===== config.mk =====
export PLATFORM = sky130hd
export DESIGN_NAME = pipelined_segment_adder
export DESIGN_NICKNAME = d
export VERILOG_FILES = /design/src/rtl/adder_pkg.sv /design/src/rtl/rca_segment.sv /design/src/rtl/pipelined_segment_adder.sv
export SDC_FILE = /design/constraint.sdc
export NUM_CORES = 1
export LEC_CHECK = 0
export CORE_ASPECT_RATIO = 1.4
export CORE_MARGIN = 4
export CORE_UTILIZATION = 42
export DETAILED_ROUTE_END_ITERATION = 16
export GPL_TIMING_DRIVEN = 0
export PLACE_DENSITY = 0.72
export REMOVE_ABC_BUFFERS = 1
export SLEW_MARGIN = 20
export SYNTH_ARGS = -nofsm -noshare
export SYNTH_HDL_FRONTEND = slang
export SYNTH_SLANG_ARGS = --single-unit

===== constraint.sdc =====
create_clock -name clk -period 3.7 [get_ports clk]
set_input_delay 1.11 -clock clk [delete_from_list [all_inputs] [get_ports clk]]
set_output_delay 1.11 -clock clk [all_outputs]
set_load 0.01 [all_outputs]

===== src/rtl/adder_pkg.sv =====
// adder_pkg: shared constants and helpers for the segmented pipelined adder.
package adder_pkg;
    localparam int DEF_WIDTH = 16;
    localparam int DEF_SEG   = 4;

    function automatic int nst(input int width, input int seg);
        return width / seg;
    endfunction

    function automatic bit seg_ok(input int width, input int seg);
        return seg > 0 && width >= seg && width % seg == 0;
    endfunction
endpackage


===== src/rtl/rca_segment.sv =====
// rca_segment: combinational SEG-bit ripple-carry adder built from a full-adder chain.
module rca_segment #(
    parameter int SEG = 4
) (
    input  logic [SEG-1:0] a,
    input  logic [SEG-1:0] b,
    input  logic           cin,
    output logic [SEG-1:0] s,
    output logic           cout
);
    logic [SEG:0] c;

    assign c[0] = cin;
    for (genvar i = 0; i < SEG; i++) begin : g_fa
        assign s[i]   = a[i] ^ b[i] ^ c[i];
        assign c[i+1] = (a[i] & b[i]) | (c[i] & (a[i] ^ b[i]));
    end
    assign cout = c[SEG];
endmodule


===== src/rtl/pipelined_segment_adder.sv =====
// pipelined_segment_adder: WIDTH-bit add/sub resolved SEG bits per stage, valid/ready stream.
module pipelined_segment_adder
    import adder_pkg::*;
#(
    parameter int WIDTH = DEF_WIDTH,
    parameter int SEG   = DEF_SEG
) (
    input  logic             clk,
    input  logic             rst,
    input  logic             in_valid,
    output logic             in_ready,
    input  logic [WIDTH-1:0] A,
    input  logic [WIDTH-1:0] B,
    input  logic             Cin,
    input  logic             sub,
    output logic             out_valid,
    input  logic             out_ready,
    output logic [WIDTH-1:0] Sum,
    output logic             Cout,
    output logic             Ovf
);
    localparam int NST = nst(WIDTH, SEG);

    if (!seg_ok(WIDTH, SEG)) begin : g_bad_cfg
        $error("pipelined_segment_adder: WIDTH must be a positive multiple of SEG");
    end

    logic adv;

    assign adv      = !out_valid || out_ready;
    assign in_ready = adv;

    // Stage k consumes the lowest remaining operand segment and forwards the rest (skew regs).
    for (genvar k = 0; k < NST; k++) begin : g
        localparam int RW = WIDTH - k * SEG;
        logic [RW-1:0]          a_d, b_d;
        logic                   c_d, v_d;
        logic [SEG-1:0]         seg_s;
        logic                   seg_c;
        logic [(k+1)*SEG-1:0]   s_d, s_q;
        logic                   v_q, c_q;

        if (k == 0) begin : g_head
            // Gating with in_valid keeps idle-cycle X off the datapath.
            assign a_d = in_valid ? A : '0;
            assign b_d = in_valid ? (sub ? ~B : B) : '0;
            assign c_d = in_valid && (sub ^ Cin);
            assign v_d = in_valid;
            assign s_d = seg_s;
        end else begin : g_body
            assign a_d = g[k-1].g_skew.a_q;
            assign b_d = g[k-1].g_skew.b_q;
            assign c_d = g[k-1].c_q;
            assign v_d = g[k-1].v_q;
            assign s_d = {seg_s, g[k-1].s_q};
        end

        rca_segment #(.SEG(SEG)) u_rca (
            .a    (a_d[SEG-1:0]),
            .b    (b_d[SEG-1:0]),
            .cin  (c_d),
            .s    (seg_s),
            .cout (seg_c)
        );

        always_ff @(posedge clk) begin
            if (rst) begin
                v_q <= 1'b0;
                c_q <= 1'b0;
                s_q <= '0;
            end else if (adv) begin
                v_q <= v_d;
                c_q <= seg_c;
                s_q <= s_d;
            end
        end

        if (k < NST - 1) begin : g_skew
            logic [RW-SEG-1:0] a_q, b_q;
            always_ff @(posedge clk) begin
                if (rst) begin
                    a_q <= '0;
                    b_q <= '0;
                end else if (adv) begin
                    a_q <= a_d[RW-1:SEG];
                    b_q <= b_d[RW-1:SEG];
                end
            end
        end else begin : g_tail
            logic ovf_q;
            always_ff @(posedge clk) begin
                if (rst) ovf_q <= 1'b0;
                else if (adv) ovf_q <= (a_d[RW-1] == b_d[RW-1]) && (seg_s[SEG-1] != a_d[RW-1]);
            end
        end
    end

    assign out_valid = g[NST-1].v_q;
    assign Sum       = g[NST-1].s_q;
    assign Cout      = g[NST-1].c_q;
    assign Ovf       = g[NST-1].g_tail.ovf_q;
endmodule

## Yosys cells after proc, flatten, opt, wreduce, memory -nomap -nowiden

Index checks and enable logic that the tools add are counted.

- Output and inout port bits: 20
- Flip-flop bits (word level): 97
- Logic and storage cells: 110
- Input port bits: 38

- Reductions and logical operators: 4
- Bitwise gates (word level): 82
- Mux-type cells: 3
- Eq/ne operators: 2

Operator list:

| cell | number |
|---|---|
| $mux 16 | 3 |
| $xor 1x1->1 | 33 |
| $and 1x1->1 | 32 |
| $not 16->16 | 1 |
| $or 1x1->1 | 16 |
| $logic_and 1x1->1 | 2 |
| $eq 1x1->1 | 1 |
| $logic_not 1->1 | 1 |
| $logic_or 1x1->1 | 1 |
| $ne 1x1->1 | 1 |

## Logic depth before layout (Yosys ltp)

- Depth after elaboration: 12
- Mapped depth: 9
- Gate-level depth less buffers: 8

## Hierarchy

A second synthesis with hierarchy kept.

- Cells, all modules: 510
- Area, all modules: 4,201.5 um2

By module, submodules not included:

| module | area an instance (um2) | times used | sequential area each (um2) | cells each |
|---|---|---|---|---|
| pipelined_segment_adder | 3,731.1 | 1 | 1,941.9 | 454 |
| rca_segment | 117.6 | 4 | 0.0 | 14 |

## Worst setup path after synthesis

No wires, ideal clock.

- Path type: input to register
- Start point: in sub
- End point: reg g[0].s_q[3]
- Path buffers: 1
- Data required time: 3.614 ns
- Library setup time: 0.086 ns
- Data arrival time: 3.346 ns
- Setup slack: 0.269 ns
- Stages: 9
- Path through: buf_4 xor2_1 and2_1 fa_1 fa_1 fa_1 inv_1 fa_1 a211oi_1

- Longest elaborated chain between the ends: 10
- Elaborated cells between the ends (all ways): 18
- Classes of those cells: mux (2); bitwise (15); reduce/logical (1)

Ends and longest elaborated chain:

| what | RTL line | text |
|---|---|---|
| start, declared | pipelined_segment_adder.sv:15 | `input logic sub,` |
| $mux 16 (2 in a row) | pipelined_segment_adder.sv:46 | `assign b_d = in_valid ? (sub ? ~B : B) : '0;` |
| $xor 1x1->1 | rca_segment.sv:16 | `assign c[i+1] = (a[i] & b[i]) \| (c[i] & (a[i] ^ b[i]));` |
| $and 1x1->1 | rca_segment.sv:16 |  |
| $or 1x1->1 | rca_segment.sv:16 |  |
| $and 1x1->1 | rca_segment.sv:16 |  |
| $or 1x1->1 | rca_segment.sv:16 |  |
| $and 1x1->1 | rca_segment.sv:16 |  |
| $or 1x1->1 | rca_segment.sv:16 |  |
| $xor 1x1->1 * | rca_segment.sv:15 | `assign s[i] = a[i] ^ b[i] ^ c[i];` |
| end signal, assigned | pipelined_segment_adder.sv:70 | `s_q <= '0;` |
| end signal, assigned | pipelined_segment_adder.sv:74 | `s_q <= s_d;` |
| end, declared | pipelined_segment_adder.sv:40 | `logic [(k+1)*SEG-1:0] s_d, s_q;` |

Every way passes the cells marked *; elsewhere a longest branch is shown, timed or not.
A chain may end at the register's enable or synchronous reset.

## Final worst setup path

- Start point: in B[0]
- End point: reg g[0].s_q[3]

- Longest elaborated chain between the ends: 11
- Elaborated cells between the ends (all ways): 12
- Classes of those cells: mux (2); bitwise (10)

Ends and longest elaborated chain:

| what | RTL line | text |
|---|---|---|
| start, declared | pipelined_segment_adder.sv:13 | `input logic [WIDTH-1:0] B,` |
| $not 16->16 | pipelined_segment_adder.sv:46 |  |
| $mux 16 * (2 in a row) | pipelined_segment_adder.sv:46 |  |
| $xor 1x1->1 | rca_segment.sv:16 |  |
| $and 1x1->1 | rca_segment.sv:16 |  |
| $or 1x1->1 * | rca_segment.sv:16 |  |
| $and 1x1->1 * | rca_segment.sv:16 |  |
| $or 1x1->1 * | rca_segment.sv:16 |  |
| $and 1x1->1 * | rca_segment.sv:16 |  |
| $or 1x1->1 * | rca_segment.sv:16 |  |
| $xor 1x1->1 * | rca_segment.sv:15 |  |

Marked as above.

==> results.toml <==
[outcome]
status = "finished clean"

[floorplan]
fp-row-count = 43
die_w_um = 93.1
pin_count = 58
start_util_pct = 43.0
core_sq_mm = 0.00990
die_area_sq_mm = 0.0118
die_h_um = 127

[critical_path]
crit_path_end_kind = "register"
cp_max_fo = 1
critical_path_class = "primary input to register"
crit_arrival_ns = 3.77
worstPathRequired_ns = 3.96
r2r_setup_slack_ns = 1.15
start_kind = "primary input"
r2r_end = "Ovf"
r2r-start = "g[2].c_q"
reg2reg_depth = 8

[route]
drt-total-wl_um = 8460
dr.pass1.iters = 4
ant_nets = 0
vias = 3085
drt-initial-drc-count = 114
post_drt_wl_per_cell_um = 13.1
drc_errors = 0
viasPerCell = 4.79

[cells_and_area]
drive_gt1_share_pct = 17.9
register_area_sq_mm = 0.00194
area_delta_synth_final_pct = 21.8
final_common_cell = "nand2_1"
fin_util_pct = 52.4
final_cell_mix = "nand2_1 (105), dfxtp_1 (97), clkdlybuf4s50_1 (53)"
multi_input_area_sq_mm = 0.00198
nFillCells = 959
n_antenna_cell = 0
final_nets = 559
finalNonFillerCells = 644

[placed_design]
gp_congestion = 0.743
place.port_buffers = 57
place_ws_ns = -1.05
dpl.hpwl_um = 5110
placedCellCount = 625

[timing]
holdWs_ns = 0.449
hold_viol_final = 0
finClkSkew_ns = 0.00447
fmax_ghz = 0.285
layout_min_cycle_time_ns = 3.51
fin_ws_ns = 0.185
finalCritPeriodShare_pct = 95.0
rsz0062_at_grt = "no"
slew_viol_final = 0
setup_viol = 0
max-slew-margin-rel_pct = 59.0
worstMarginPinSlew_ns = 0.614

[cts]
clkSlewWorstSetupHoldPaths_ns = 0.06
cts_root_buf = "clkbuf_16"
cts_max_level = 3
clk_path_buf_depth = 2
numClockSinks = 97
cts_tree = "done"
holdBufCountCts = 0
cts_buffers = 9
clock_latency_ns = 0.34

[yosys]
netlist_area_sq_mm = 0.00426
ys_seq_area_share_pct = 45.6
syn_avg_cell_area_sq_um = 9.16
ys_ff_latch = 97
synth_cells = 465
yosys_warnings = 0
synth_cell_types = 29

[min_path]
hold_path.class = "register to register"
whs_path_depth = 2
hold_end = "Sum[12]"
hp-start = "Sum[12]"

[global_routing]
grt_pass1_vias = 3126
grt.overflow.total = 0
track_usage_pct = 15.4
grt_max_degree = 51
grt_pass1_wl_um = 14600
antenna_found_initial = 0

[flow_run]
maxCapViolations = 0

[pwr]
power_leakage_nw = 1.79
ir_drop_mv = 0.269
power_w = 0.00228
powerDensity_mw_per_mm2 = 438
==> state kept, by name, summed over array words and instances (netlist names), 3 cells and up <==
signal,flops
g.c_q,3
g.v_q,3
g.g_skew.b_q,24
g.g_skew.a_q,24
g.s_q,24
Sum,16
==> per-stage QoR <==
step / area, sq um / setup TNS [ns]
6_report: 5190 / 0
4_1_cts: 5200 / -0.0240
3_5_place_dp: 4850 / -3.43
3_3_place_gp: 4740 / -101.83
2_1_floorplan: 4010 / 0
5_1_grt: 5190 / 0
==> critical path, cell delays in order <==
cell             delay (ns)
clkdlybuf4s50_1        0.44
xor2_1                 0.15
and2_1                 0.19
fa_1                   0.43
fa_1                   0.39
fa_1                   0.39
inv_1                  0.08
fa_1                   0.40
a211oi_1               0.19
==> Yosys cell counts <==
master / n / area share (%)
and2_1: 7 / 1.0
buf_12: 3 / 1.4
inv_1: 20 / 1.8
nor2_1: 13 / 1.1
inv_6: 1 / 0.21
nand3b_1: 10 / 1.8
a211oi_1: 7 / 1.2
buf_6: 2 / 0.53
nand3_1: 12 / 1.4
nand2_2: 30 / 4.4
clkbuf_1: 9 / 0.79
nand2_1: 105 / 9.2
o21ai_0: 3 / 0.35
o32ai_1: 2 / 0.41
buf_4: 8 / 1.4
o21ai_1: 7 / 0.82
dfxtp_1: 97 / 46
xor2_1: 6 / 1.2
nor2b_4: 1 / 0.32
fa_1: 16 / 7.5
a211oi_2: 4 / 1.2
a21oi_1: 43 / 5.0
or3_1: 1 / 0.15
xnor2_1: 12 / 2.5
a21oi_2: 30 / 6.2
buf_2: 13 / 1.5
buf_8: 1 / 0.35
ha_1: 1 / 0.29
nand3b_2: 1 / 0.26
==> layout make-up <==
class                   count  area share, %
repair inverters            2          0.338
well taps                 135           3.25
clock buffers              14           5.28
flip-flops and latches     97           37.4
multi-input cells         311           38.1
repair buffers             62           13.1
clock inverters             2          0.675
inverters                  21           1.83
==> worst max-delay path by stage <==
stage          slack [ns]      start  cells after the start     endpoint
2_1_floorplan       0.002  out_ready                      2     in_ready
3_3_place_gp        -1.86  out_ready                      4     in_ready
3_5_place_dp        -1.05        sub                      9  g[0].s_q[3]
4_1_cts             -0.02        sub                      9  g[0].s_q[3]
5_1_grt              0.04        sub                      9  g[0].s_q[3]
6_report             0.19       B[0]                      9  g[0].s_q[3]
==> per-layer routing <==
layer  wire length, um  track usage [%]
met1              3630             18.2
met2              4400             27.2
met3               252             2.59
met4               179             7.08
met5                 0                0
==> timing repair <==
item                                    in CTS  in global routing
gates resized for setup                      7                  5
endpoints found under the setup margin       4                  2
setup buffers                                1                  0
cloned                                       2                  0
pin swaps                                    0                  0
==> power by group <==
part,internal [W],switching (W),total [W]
combinational,0.000106,0.000102,0.000208
clock,0.000579,0.000372,0.000951
sequential,0.00109,0.0000263,0.00112
total,0.00178,0.000500,0.00228
==> cell families (layout without fill, tap and decap cells) <==
| logic type | count (synthesis) | in the layout | share of synthesized area (%) |
|---|---|---|---|
| XOR/XNOR | 18 | 18 | 3.70 |
| AND/OR/NAND/NOR | 180 | 180 | 19.7 |
| AO/OA/AOI/OAI | 96 | 96 | 15.2 |
| flip-flops | 97 | 97 | 45.6 |
| buffers and inverters | 57 | 101 | 7.99 |
| adder cells (fa/ha/maj) | 17 | 17 | 7.81 |
No activity file was read; power rests on OpenSTA's default activity.
